**src/rtl/pmod_adc_block.sv**
```systemverilog
// Serial-read controller for a dual-channel 12-bit Pmod ADC: one start pulse runs one SPI
// frame (CPOL=1) and returns both channel samples with a single-cycle valid strobe.
module pmod_adc_block #(
  parameter int RESOLUTION   = 12,
  parameter int FRAME_BITS   = 16,
  parameter int CLK_DIV      = 2,
  parameter int QUIET_CYCLES = 4
) (
  input  logic                  clk,
  input  logic                  rst,
  input  logic                  start,
  output logic [RESOLUTION-1:0] dout0,
  output logic [RESOLUTION-1:0] dout1,
  output logic                  dout_valid,
  output logic                  busy,
  output logic                  adc_cs_n,
  output logic                  adc_sclk,
  input  logic                  adc_d0,
  input  logic                  adc_d1
);

  localparam int BIT_W = $clog2(FRAME_BITS + 1);
  localparam int DIV_W = $clog2(CLK_DIV + 1);
  localparam int Q_W   = $clog2(QUIET_CYCLES + 1);

  localparam logic [BIT_W-1:0] BIT_LAST = BIT_W'(FRAME_BITS - 1);
  localparam logic [DIV_W-1:0] DIV_LAST = DIV_W'(CLK_DIV - 1);
  localparam logic [Q_W-1:0]   Q_LAST   = Q_W'(QUIET_CYCLES - 1);

  typedef enum logic [1:0] {IDLE, CS_SETUP, SHIFT, QUIET} state_t;

  state_t                state, state_n;
  logic [BIT_W-1:0]      bit_cnt, bit_cnt_n;
  logic [DIV_W-1:0]      div_cnt, div_cnt_n;
  logic [Q_W-1:0]        q_cnt, q_cnt_n;
  logic [RESOLUTION-1:0] sh0, sh0_n, sh1, sh1_n;
  logic [RESOLUTION-1:0] dout0_n, dout1_n;
  logic                  valid_n, busy_n, cs_n_n, sclk_n;

  always_ff @(posedge clk) begin
    if (!rst) begin
      state      <= IDLE;
      bit_cnt    <= '0;
      div_cnt    <= '0;
      q_cnt      <= '0;
      sh0        <= '0;
      sh1        <= '0;
      dout0      <= '0;
      dout1      <= '0;
      dout_valid <= 1'b0;
      busy       <= 1'b0;
      adc_cs_n   <= 1'b1;
      adc_sclk   <= 1'b1;
    end else begin
      state      <= state_n;
      bit_cnt    <= bit_cnt_n;
      div_cnt    <= div_cnt_n;
      q_cnt      <= q_cnt_n;
      sh0        <= sh0_n;
      sh1        <= sh1_n;
      dout0      <= dout0_n;
      dout1      <= dout1_n;
      dout_valid <= valid_n;
      busy       <= busy_n;
      adc_cs_n   <= cs_n_n;
      adc_sclk   <= sclk_n;
    end
  end

  // Next values for every register, so each output comes straight from a flop.
  always_comb begin
    state_n   = state;
    bit_cnt_n = bit_cnt;
    div_cnt_n = div_cnt;
    q_cnt_n   = q_cnt;
    sh0_n     = sh0;
    sh1_n     = sh1;
    dout0_n   = dout0;
    dout1_n   = dout1;
    valid_n   = 1'b0;
    busy_n    = busy;
    cs_n_n    = adc_cs_n;
    sclk_n    = adc_sclk;

    case (state)
      IDLE: begin
        if (start) begin
          state_n   = CS_SETUP;
          busy_n    = 1'b1;
          cs_n_n    = 1'b0;
          sclk_n    = 1'b1;
          div_cnt_n = '0;
          bit_cnt_n = '0;
          sh0_n     = '0;
          sh1_n     = '0;
        end
      end
      CS_SETUP: begin
        if (div_cnt == DIV_LAST) begin
          state_n   = SHIFT;
          div_cnt_n = '0;
          sclk_n    = 1'b0;
        end else begin
          div_cnt_n = div_cnt + DIV_W'(1);
        end
      end
      SHIFT: begin
        if (div_cnt == DIV_LAST) begin
          div_cnt_n = '0;
          if (!adc_sclk) begin
            // Leading frame bits simply fall off the top of the register.
            sclk_n = 1'b1;
            sh0_n  = (sh0 << 1) | RESOLUTION'(adc_d0);
            sh1_n  = (sh1 << 1) | RESOLUTION'(adc_d1);
          end else if (bit_cnt == BIT_LAST) begin
            state_n   = QUIET;
            bit_cnt_n = bit_cnt + BIT_W'(1);
            q_cnt_n   = '0;
            cs_n_n    = 1'b1;
            dout0_n   = sh0;
            dout1_n   = sh1;
            valid_n   = 1'b1;
          end else begin
            bit_cnt_n = bit_cnt + BIT_W'(1);
            sclk_n    = 1'b0;
          end
        end else begin
          div_cnt_n = div_cnt + DIV_W'(1);
        end
      end
      QUIET: begin
        if (q_cnt == Q_LAST) begin
          state_n = IDLE;
          busy_n  = 1'b0;
        end else begin
          q_cnt_n = q_cnt + Q_W'(1);
        end
      end
      default: state_n = IDLE;
    endcase
  end

endmodule

```
**config.mk**
```make
export PLATFORM = sky130hd
export DESIGN_NAME = pmod_adc_block
export DESIGN_NICKNAME = d
export VERILOG_FILES = /design/src/rtl/pmod_adc_block.sv
export SDC_FILE = /design/constraint.sdc
export NUM_CORES = 1
export LEC_CHECK = 0
export ABC_AREA = 1
export BUFFER_PORTS_ARGS = -buffer_cell sky130_fd_sc_hd__buf_2
export CORE_ASPECT_RATIO = 1.2
export CORE_MARGIN = 2
export CORE_UTILIZATION = 50
export CTS_CLUSTER_SIZE = 24
export DETAILED_ROUTE_END_ITERATION = 8
export GPL_TIMING_DRIVEN = 0
export PLACE_DENSITY = 0.68
export SYNTH_ARGS = -nofsm -noshare
export SYNTH_HDL_FRONTEND = slang
export SYNTH_SLANG_ARGS = --single-unit
```
**constraint.sdc**
```tcl
create_clock -name clk -period 2.2 [get_ports clk]
set_input_delay 0 -clock clk [delete_from_list [all_inputs] [get_ports clk]]
set_output_delay 0 -clock clk [all_outputs]
set_load 0.01 [all_outputs]
```
==> implementation parameters <==
Parameter                              Value

Outcome
  Run status ... complete, no violations

Clocking
  Clock root buffer master ... sky130_fd_sc_hd__clkbuf_8
  TritonCTS clock tree ... yes
  Post-CTS setup-driven buffer insertion count ... 0
  H-tree depth ... 3
  Clock transition at the registers of the reported paths ... 0.07 ns
  Number of sinks handled by clock tree synthesis ... 64
  Insertion delay of the later-clocked pin in the worst-skew pair ... 0.33 ns
  Number of buffers on the longest clock path ... 2
  TritonCTS buffer count ... 9

Yosys
  Flip-flop and latch count after synthesis ... 64
  Area share of xor/xnor cells in the synthesized design ... 0%
  Mean post-synth cell area ... 6.88 sq um
  Count of cell types in the netlist ... 21
  Cell type contributing the most total cell area after synthesis ... sky130_fd_sc_hd__dfxtp_1
  Area share of fa/ha/maj cells after synthesis ... 4.02%
  Basic-gate share of the synthesized area counting and, or, nand and nor cells ... 29.4%
  Share of synthesized area spent on multiplexers ... 0%
  Count of yosys warnings during synthesis ... 0
  Most area-consuming cells after synthesis ... sky130_fd_sc_hd__dfxtp_1, sky130_fd_sc_hd__nor2_1, sky130_fd_sc_hd__nand2_1, sky130_fd_sc_hd__o21ai_0, sky130_fd_sc_hd__inv_1
  Synthesized net count ... 421
  Post-Synthesis Cell Area ... 0.00280 sq mm
  Sequential share of the synthesized area ... 45.8%
  Main combinational cell family by area after synthesis ... simple AND/OR/NAND/NOR gates
  Synthesized instance count ... 407
  Top cell type's share of synthesized area ... 45.8%
  Synth Area in Compound Gates ... 10.8%

Pwr
  Cell leakage power ... 1.81 nW
  Power per unit of standard cell area ... 1330 mW/mm^2
  Sequential share of power ... 39.0%
  Comb pwr share ... 36.1%
  Net switching fraction of the power ... 38.5%
  Internal power ... 2.67 mW
  Clock power share ... 24.9%
  Net load switching power ... 1.67 mW
  Largest vdd supply drop ... 0.000668 V

Cells and area
  Fill cell count ... 524
  Layout overhead on the synthesized area ... 16.5%
  Fraction of layout cells with a size suffix above 1 ... 13.8%
  N_diodes ... 0
  Util after Layout ... 61.2%
  Nets@finish ... 464

Routing
  Vias per cell ... 4.91
  Violation count after the first detailed-route iteration ... 117
  Final wirelength ... 5920 um
  Average wire per cell in the routed design ... 11.4 um
  1st-pass router iterations ... 4
  Total vias in the final route ... 2,538
  Number of design rule violations left after detail routing ... 0
  Residual antenna-violating net count after detailed routing ... 0

STA
  Worst slew margin ... 70.3%
  F_max ... 515 MHz
  Final hold violation count ... 0
  Slew at the pin closest to its max-slew limit ... 0.446 ns
  Setup repair after global routing missed its margin ... no
  Final cycle utilization of the critical path ... 88.2%
  Minimum hold slack ... 0.00681 ns
  Post-Route Skew ... 0.00608 ns
  Min Clock Period, post-route ... 1.94 ns
  Number of endpoints failing setup at the final stage ... 0
  Final count of pins violating max slew ... 0
  Total negative slack ... 0 ns

Worst setup path
  Worst setup SP type ... flop
  Arrival @ worst endpoint ... 2.17 ns
  Maximum net fanout on the critical path ... 10
  R2R Path Start ... bit_cnt[0]$_SDFFE_PN0P_
  Setup crit start ... bit_cnt[0]$_SDFFE_PN0P_
  Category of the critical setup timing path ... flop to flop
  Worst path required time ... 2.43 ns
  Endpoint kind of the worst setup timing path ... flop

Floorplan
  Boundary Pins ... 33
  Floorplan Core Area ... 0.00533 sq mm
  Initial core utilization ... 52.5%
  Die area ... 0.00622 sq mm
  Die outline width ... 72.3 um
  Height of the die ... 86.0 um
  Number of cell rows ... 29

Global routing
  First-pass GRT wire length ... 10,800 um
  Sum of overflow across all layers after global routing ... 0
  Total routing usage reported by global routing ... 22.2%
  Via count of the first global-routing pass ... 2,477
  Maximum number of pins on one net before global-route repair ... 11
  Initial antenna violation count ... 0

Hold path
  Hold Path Class ... input port to flop
  Startpoint of the worst hold path ... adc_d1

Place
  Routability congestion estimate from global placement ... 0.894
  Number of buffers inserted by port buffering ... 31
  Post-detail-place hpwl ... 4120 um

Run
  Total of max-cap violations ... 0
-- worst paths after layout --
kind                              to  slack [ns]  depth (start not counted)
max            dout1[9]$_SDFFE_PN0P_        0.26                         10
max reg2reg    dout1[9]$_SDFFE_PN0P_        0.26                         10
min              sh1[0]$_SDFFE_PN0P_       0.007                          5
min reg2reg  bit_cnt[4]$_SDFFE_PN0P_        0.49                          2
-- placed cells by master, fill, tap and decap left out --
cell                            Yosys  routed
sky130_fd_sc_hd__inv_2              2       2
sky130_fd_sc_hd__nor2_2             1       1
sky130_fd_sc_hd__bufinv_16          0       1
sky130_fd_sc_hd__ha_1               9       9
sky130_fd_sc_hd__nand4_1            1       1
sky130_fd_sc_hd__nand3_1           11      11
sky130_fd_sc_hd__a21oi_1            6       6
sky130_fd_sc_hd__nand3_2            1       1
sky130_fd_sc_hd__clkbuf_1           8       8
sky130_fd_sc_hd__o21bai_1           1       1
sky130_fd_sc_hd__nand2_2            1       1
sky130_fd_sc_hd__dfxtp_1           64      64
sky130_fd_sc_hd__nor2_1           124     124
sky130_fd_sc_hd__buf_6              2       2
sky130_fd_sc_hd__nor3b_1            1       1
sky130_fd_sc_hd__clkinv_2           0       1
sky130_fd_sc_hd__clkbuf_2           0       1
sky130_fd_sc_hd__o21ai_1           10      10
sky130_fd_sc_hd__clkbuf_8           0      13
sky130_fd_sc_hd__buf_2              7      38
sky130_fd_sc_hd__dlygate4sd3_1      0       1
sky130_fd_sc_hd__nand2_1           64      64
sky130_fd_sc_hd__nor2_4             1       1
sky130_fd_sc_hd__nor3_4             1       1
sky130_fd_sc_hd__inv_1             49      49
sky130_fd_sc_hd__o21ai_0           43      43
-- logic make-up (layout without fill, tap and decap cells) --
| group | after synthesis | in the layout |
|---|---|---|
| compound gates | 60 | 60 |
| fa+ha+maj | 9 | 9 |
| buf+inv | 68 | 116 |
| flops | 64 | 64 |
| simple gates | 206 | 206 |
-- cell usage after synthesis --
| cell | n |
|---|---|
| sky130_fd_sc_hd__clkbuf_1 | 8 |
| sky130_fd_sc_hd__nor3b_1 | 1 |
| sky130_fd_sc_hd__dfxtp_1 | 64 |
| sky130_fd_sc_hd__nor2_1 | 124 |
| sky130_fd_sc_hd__nand3_1 | 11 |
| sky130_fd_sc_hd__nand2_1 | 64 |
| sky130_fd_sc_hd__o21ai_1 | 10 |
| sky130_fd_sc_hd__o21ai_0 | 43 |
| sky130_fd_sc_hd__buf_6 | 2 |
| sky130_fd_sc_hd__nand4_1 | 1 |
| sky130_fd_sc_hd__nor2_4 | 1 |
| sky130_fd_sc_hd__ha_1 | 9 |
| sky130_fd_sc_hd__a21oi_1 | 6 |
| sky130_fd_sc_hd__o21bai_1 | 1 |
| sky130_fd_sc_hd__nor3_4 | 1 |
| sky130_fd_sc_hd__nor2_2 | 1 |
| sky130_fd_sc_hd__nand3_2 | 1 |
| sky130_fd_sc_hd__inv_2 | 2 |
| sky130_fd_sc_hd__nand2_2 | 1 |
| sky130_fd_sc_hd__buf_2 | 7 |
| sky130_fd_sc_hd__inv_1 | 49 |
-- worst max-delay path: stages, from the launching register on --
cell	delay [ns]
sky130_fd_sc_hd__dfxtp_1	0.38
sky130_fd_sc_hd__ha_1	0.18
sky130_fd_sc_hd__nand2_1	0.08
sky130_fd_sc_hd__nor2_1	0.10
sky130_fd_sc_hd__ha_1	0.20
sky130_fd_sc_hd__inv_1	0.09
sky130_fd_sc_hd__nor3_4	0.31
sky130_fd_sc_hd__inv_2	0.12
sky130_fd_sc_hd__buf_2	0.21
sky130_fd_sc_hd__nor2_1	0.11
sky130_fd_sc_hd__nor2_1	0.05
-- layout make-up --
| cell class | count | area, sq um | area share [%] |
|---|---|---|---|
| Inverter | 51 | 191 | 5.87 |
| Timing Repair Buffer | 32 | 165 | 5.06 |
| Buffer | 17 | 88.8 | 2.72 |
| Multi-Input combinational cell | 275 | 1240 | 38.0 |
| Sequential cell | 64 | 1280 | 39.3 |
| Tap cell | 62 | 77.6 | 2.38 |
| Clock buffer | 14 | 183 | 5.60 |
| Clock inverter | 2 | 35.0 | 1.07 |
-- registers in the layout, summed over array words and instances (netlist names) --
| signal | count |
|---|---|
| q_cnt | 3 |
| dout0 | 12 |
| sh0 | 12 |
| sh1 | 12 |
| state | 2 |
| busy | 1 |
| dout1 | 12 |
| adc_cs_n | 1 |
| dout_valid | 1 |
| bit_cnt | 5 |
| div_cnt | 2 |
| adc_sclk | 1 |
-- power by group through the flow --
stage / Clock, mW / Sequential, mW / Combinational [mW]
after floorplan: 0 / 1.68 / 1.24
after global placement: 0 / 1.71 / 1.53
after detailed placement: 0 / 1.72 / 1.57
after CTS: 1.10 / 1.70 / 1.58
after global routing: 1.15 / 1.74 / 1.87
final: 1.08 / 1.69 / 1.57
-- routing by layer --
metal	GRT usage [%]	wire length [um]	vias to the layer above
met5	0	0	-
met1	27.2	2710	1145
li1	-	-	1334
met4	12.5	108	0
met3	3.64	242	10
met2	36.4	2860	49
-- timing repair --
item                                   CTS  global route
endpoints found under the hold margin    1             0
hold buffers                             1             0
resized for setup                        0             2
setup endpoints to repair                0             2
-- stage by stage --
| step | area, sq um | setup WS [ns] | std cells | power, mW |
|---|---|---|---|---|
| floorplan | 2800 | 0.552 | 407 | 2.91 |
| global placement | 3030 | 0.281 | 500 | 3.24 |
| detailed placement | 3030 | 0.261 | 500 | 3.29 |
| CTS | 3260 | 0.238 | 517 | 4.38 |
| global route | 3260 | 0.0237 | 517 | 4.76 |
| finish | 3260 | 0.259 | 517 | 4.34 |
Power figures use the tool's default switching activity.
